### src/rtl/dmem_pkg.sv
// Shared types and constants for the data memory responder.
package dmem_pkg;

   localparam int unsigned DMEM_WORD_W   = 32;
   localparam int unsigned DMEM_CNT_W    = 16;
   localparam logic [31:0] DMEM_ERR_WORD = 32'hDEADBEEF;

   typedef enum logic [1:0] {
      IDLE = 2'd0,
      RESP = 2'd1,
      ERR  = 2'd2
   } dmem_state_e;

   function automatic logic dmem_is_aligned(input logic [31:0] addr);
      return addr[1:0] == 2'b00;
   endfunction

endpackage

### src/rtl/dmem_sat_cnt.sv
// Saturating up-counter with enable and synchronous active-high reset.
module dmem_sat_cnt
   import dmem_pkg::*;
#(
   parameter int unsigned WIDTH = DMEM_CNT_W
) (
   input  logic             i_clk,
   input  logic             i_reset,
   input  logic             i_en,
   output logic [WIDTH-1:0] o_count
);

   logic [WIDTH-1:0] r_count;

   always_ff @(posedge i_clk) begin
      if (i_reset) begin
         r_count <= '0;
      end else if (i_en && (r_count != '1)) begin
         r_count <= r_count + WIDTH'(1);
      end
   end

   assign o_count = r_count;

endmodule

### src/rtl/data_mem_resp.sv
// Word-addressed data memory with registered 1-cycle read response and error pulses.
// Optional access statistics enabled by defining DMEM_STATS_EN.
module data_mem_resp
   import dmem_pkg::*;
#(
   parameter int unsigned             DEPTH    = 64,
   parameter logic [DMEM_WORD_W-1:0]  ERR_WORD = DMEM_ERR_WORD
) (
   input  logic                   clk,
   input  logic                   reset,
   input  logic [31:0]            address,
   input  logic [DMEM_WORD_W-1:0] memIn,
   input  logic                   read,
   input  logic                   write,
   output logic [DMEM_WORD_W-1:0] memOut,
   output logic                   rvalid,
   output logic                   err,
   output logic [DMEM_CNT_W-1:0]  rd_count,
   output logic [DMEM_CNT_W-1:0]  wr_count,
   output logic [DMEM_CNT_W-1:0]  err_count
);

   localparam int unsigned AW = $clog2(DEPTH);

   logic [DMEM_WORD_W-1:0] r_mem [DEPTH];
   dmem_state_e            r_state;
   dmem_state_e            w_state_nxt;
   logic [DMEM_WORD_W-1:0] r_mem_out;
   logic [DMEM_WORD_W-1:0] w_mem_out_nxt;
   logic                   r_err_rd;

   logic [29:0]   w_word_idx;
   logic [AW-1:0] w_idx;
   logic          w_aligned;
   logic          w_in_range;
   logic          w_rd_ok;
   logic          w_wr_ok;
   logic          w_reject;
   logic          w_rd_rej;

   // Range check uses the full word index so upper-bit overflow never aliases.
   assign w_word_idx = address[31:2];
   assign w_idx      = w_word_idx[AW-1:0];
   assign w_aligned  = dmem_is_aligned(address);
   assign w_in_range = (32'(w_word_idx) < DEPTH);

   assign w_rd_ok  = read  & ~write & w_aligned & w_in_range;
   assign w_wr_ok  = write & ~read  & w_aligned & w_in_range;
   assign w_reject = (read | write) & ~(w_rd_ok | w_wr_ok);
   assign w_rd_rej = w_reject & read;

   always_ff @(posedge clk) begin
      if (reset) begin
         for (int unsigned i = 0; i < DEPTH; i++) begin
            r_mem[i] <= '0;
         end
      end else if (w_wr_ok) begin
         r_mem[w_idx] <= memIn;
      end
   end

   always_comb begin
      w_state_nxt   = IDLE;
      w_mem_out_nxt = r_mem_out;
      if (w_rd_ok) begin
         w_state_nxt   = RESP;
         w_mem_out_nxt = r_mem[w_idx];
      end else if (w_reject) begin
         w_state_nxt = ERR;
         if (w_rd_rej) begin
            w_mem_out_nxt = ERR_WORD;
         end
      end
   end

   always_ff @(posedge clk) begin
      if (reset) begin
         r_state   <= IDLE;
         r_mem_out <= '0;
         r_err_rd  <= 1'b0;
      end else begin
         r_state   <= w_state_nxt;
         r_mem_out <= w_mem_out_nxt;
         r_err_rd  <= w_rd_rej;
      end
   end

   assign memOut = r_mem_out;
   assign err    = (r_state == ERR);
   assign rvalid = (r_state == RESP) | ((r_state == ERR) & r_err_rd);

`ifdef DMEM_STATS_EN
   dmem_sat_cnt #(
      .WIDTH (DMEM_CNT_W)
   ) u_rd_cnt (
      .i_clk   (clk),
      .i_reset (reset),
      .i_en    (w_rd_ok),
      .o_count (rd_count)
   );

   dmem_sat_cnt #(
      .WIDTH (DMEM_CNT_W)
   ) u_wr_cnt (
      .i_clk   (clk),
      .i_reset (reset),
      .i_en    (w_wr_ok),
      .o_count (wr_count)
   );

   dmem_sat_cnt #(
      .WIDTH (DMEM_CNT_W)
   ) u_err_cnt (
      .i_clk   (clk),
      .i_reset (reset),
      .i_en    (w_reject),
      .o_count (err_count)
   );
`else
   assign rd_count  = '0;
   assign wr_count  = '0;
   assign err_count = '0;
`endif

endmodule

### config.mk
export PLATFORM = sky130hd
export DESIGN_NAME = data_mem_resp
export DESIGN_NICKNAME = d
export VERILOG_FILES = /design/src/rtl/dmem_pkg.sv /design/src/rtl/dmem_sat_cnt.sv /design/src/rtl/data_mem_resp.sv
export SDC_FILE = /design/constraint.sdc
export NUM_CORES = 2
export LEC_CHECK = 0
export CORE_ASPECT_RATIO = 0.9
export CORE_MARGIN = 5
export CORE_UTILIZATION = 45
export CTS_CLUSTER_SIZE = 40
export DETAILED_ROUTE_END_ITERATION = 16
export PLACE_DENSITY = 0.68
export SLEW_MARGIN = 0
export SYNTH_ARGS = -nofsm -noshare
export SYNTH_HDL_FRONTEND = slang
export SYNTH_SLANG_ARGS = --single-unit
### constraint.sdc
create_clock -name clk -period 3.8 [get_ports clk]
set_clock_uncertainty 0.2 [all_clocks]
set_input_delay 0.76 -clock clk [delete_from_list [all_inputs] [get_ports clk]]
set_output_delay 0.76 -clock clk [all_outputs]
set_load 0.05 [all_outputs]
==> impl_results.md <==
* Hold-fix buffers, CTS at 0
* Core Util, Final at 0.5368
* Delay-heaviest family, CP: simple AND/OR/NAND/NOR gates
* Clock sink count at about 2100
* Met3 usage at 0.1133
* Leak Pwr at just over 40 nW
* CTS tree: yes
* Slew headroom at 0.1364
* Final worst slack at -0.09799 ns
* Die area at ~0.22 mm2
* Yosys cell types at 80
* Synth warn at 0
* Final Slew Violations at 0
* Placed Area at about 0.11 mm2
* RR Startpoint: r_mem[5][7]
* # nets final at 7456
* Maximum root-to-sink buffer count at 3
* Critical Path Most Common Cell: buf_4
* Core area at ~0.21 mm2
* CP max FO at 9
* Final hold vios at 0
* #FFs+latches synth at approximately 2100
* CTS HTree Levels at 4
* Vias in the first global route at 63170
* Clock power share at 0.390
* Initial DRC count at 12154
* CP Capture Type: register
* Placed Cells at 10013
* Non-Filler Instances at about 10000
* Die Y-Extent at 447.4 um
* Total wire length at around 370000 um
* DR pass1 iterations at 6
* Sequential area share after synthesis at 0.6501
* I/O Buffers at around 100
* Area leader, netlist: edfxtp_1
* Clock transition at path regs at about 0.060 ns
* Main area contributors after synthesis: edfxtp_1 64%, and2_1 13%, mux4_2 3.3%, clkbuf_1 1.8%, mux2_2 1.8%
* Logic pwr share at 0.104
* Synth Instances at slightly below 7000
* Syn_area_per_cell at 13.84 um2
* Met2 Use GR at 0.4663
* # rows at 160
* Final setup fails at 1
* Setup tns final at -0.09799 ns
* HP Start: reset
* Post-route cell area at 0.1135 mm2
* CTS root buffer: clkbuf_16
* RSZ-0062 raised after global routing: no
* Crit path buf inv count at 4
* Initial antenna violation count at 40
* DR vias at between 60000 and 70000
* CTS resizes at 1
* First-pass GRT wire length at approximately 510000 um
* Violated checks: negative setup slack
* Area growth from synthesis to layout at 18.60%
* GR Util met1 at 0.4393
* DR WL/cell at 35.60 um
* CTS Buf Count at ~210
* Main synth FF type: edfxtp_1
* Detail Route Antenna Nets at 0
* Worst Setup SP: address[26]
* Fin crit share at 1.026
* Critical Path AT at between 4 and 5 ns
* Async set or reset register ratio after synthesis at 0
* Post-CTS setup buffer count at 0
* Psw at ~13 mW
* Vias per Instance at 6.376
* Int Pwr at 39.47 mW
* PD cells at between 400 and 500 mW/mm2
* Worst-margin pin slew at around 1.3 ns
* Cell-by-cell trace of the critical path: clkdlybuf4s50_1, nor4_1, nand4_2, buf_12, or3_1, buf_4, a2111oi_0, buf_4, a31oi_1
* # DRC at 0
* Reg power frac at 0.506
* Worst hold path class: in2reg
* Share of post-route cells with drive strength above 1 at 0.2243
* GRT busiest layer: met2
* Crit path time final at 3.898 ns
* Peak VDD IR at 0.3624 mV
* Final Power at around 53 mW
* All-Layer GR Usage at 0.3274
* Top-area cell type share of the netlist area at 0.6428
* Starting Density at 0.4526
* Slowest CP cell: a2111oi_0
* Largest net degree at the start of global routing at 65
* CP startpoint kind: input pin
* Detailed Place HPWL at roughly 240000 um
* Max Cap Violations at 0
* Status: finished with violations
* CP Class: in2reg
* Max incr delay on CP at 1.00 ns
* Worst Path Required at between 4 and 5 ns
* Worst-Skew Late Latency at between 0.8 and 0.9 ns
* Grt total ovfl at 0
* Sw Ratio at 0.2506
* Fmax at roughly 0.26 GHz
* Synth Cell Area at around 0.096 mm2
* I/O pins at 150
* RD Place Congestion at ~1.0
* EDFF count, synth at roughly 2000
* Chip width at 496.0 um
## cell families after synthesis
family,after synthesis,synth area share
AND/OR/NAND/NOR,2574,0.1651
flip-flops,2083,0.6501
buffers and inverters,794,0.03819
other,1,0.00003919
AO/OA/AOI/OAI,998,0.07739
multiplexers,465,0.06922
## worst paths after layout
path / end / slack [ns] / depth (start not counted)
hold reg to reg: memOut[9] / 0.29 / 2
setup reg to reg: memOut[7] / 0.42 / 8
hold / removal: memOut[16] / 0.1 / 2
setup / recovery: memOut[7] / -0.1 / 9
## metal layers
layer,routed length (um),vias to the layer above
li1,-,26374
met1,132700,33458
met2,156100,5489
met3,56670,984
met4,24800,10
met5,56,-
## flip-flops by register name, indices dropped and copies added, names as in the netlist
| name | count |
|---|---|
| r_state | 2 |
| memOut | 32 |
| r_err_rd | 1 |
| r_mem | 2048 |
## synth_stat cells (36+ instances only)
master,n
o22ai_1,130
mux4_2,142
buf_2,152
o221ai_1,42
and2_1,2055
nand2_1,116
buf_1,51
buf_4,113
nor3_2,41
mux2i_1,170
nor2_1,130
a21oi_1,99
clkbuf_1,460
mux2_2,153
or2_2,69
edfxtp_1,2048
a22oi_1,145
o21ai_0,105
nor3_1,36
a221oi_1,184
a221o_1,41
a22o_1,50
## stage by stage
step / setup WS (ns) / hold WS (ns)
detailed placement: -0.8978 / 0.2902
global placement: -0.9534 / 0.2908
CTS: 0.1766 / 0.06527
finish: -0.09799 / 0.09872
global route: 0.06323 / 0.06952
floorplan: 0.5643 / 0.3997
## cell type report
type,count,area (um2)
flip-flops and latches,2083,62200
repair buffers,1003,10620
clock inverters,123,1214
multi-input cells,4085,30410
fillers,17156,97930
diodes,14,35.03
well taps,2835,3547
inverters,7,36.28
clock buffers,251,5409
## power groups by stage
stage / clock network [mW] / logic, mW / registers [mW]
after CTS: 20.6 / 5.27 / 26.6
after global routing: 21.6 / 5.48 / 26.7
after floorplan: 0 / 2.28 / 27.0
after global placement: 0 / 5.23 / 27.1
after detailed placement: 0 / 5.25 / 27.1
final: 20.5 / 5.46 / 26.7
## placed cells by master, fill, tap and decap left out, drive strengths merged, types with 30 or more instances in the layout
| cell | count |
|---|---|
| dfxtp | 35 |
| mux4 | 142 |
| mux2i | 170 |
| a221o | 41 |
| o221ai | 42 |
| o22ai | 130 |
| clkbuf | 251 |
| or2 | 69 |
| nor3 | 87 |
| mux2 | 153 |
| a211oi | 30 |
| o21ai | 107 |
| nand2 | 120 |
| conb | 48 |
| a221oi | 184 |
| clkinv | 99 |
| clkdlybuf4s50 | 64 |
| nor2 | 134 |
| and2 | 2055 |
| a22oi | 145 |
| a21oi | 99 |
| buf | 939 |
| a22o | 50 |
| edfxtp | 2048 |
Note: power is estimated with default switching activity, not from simulation.
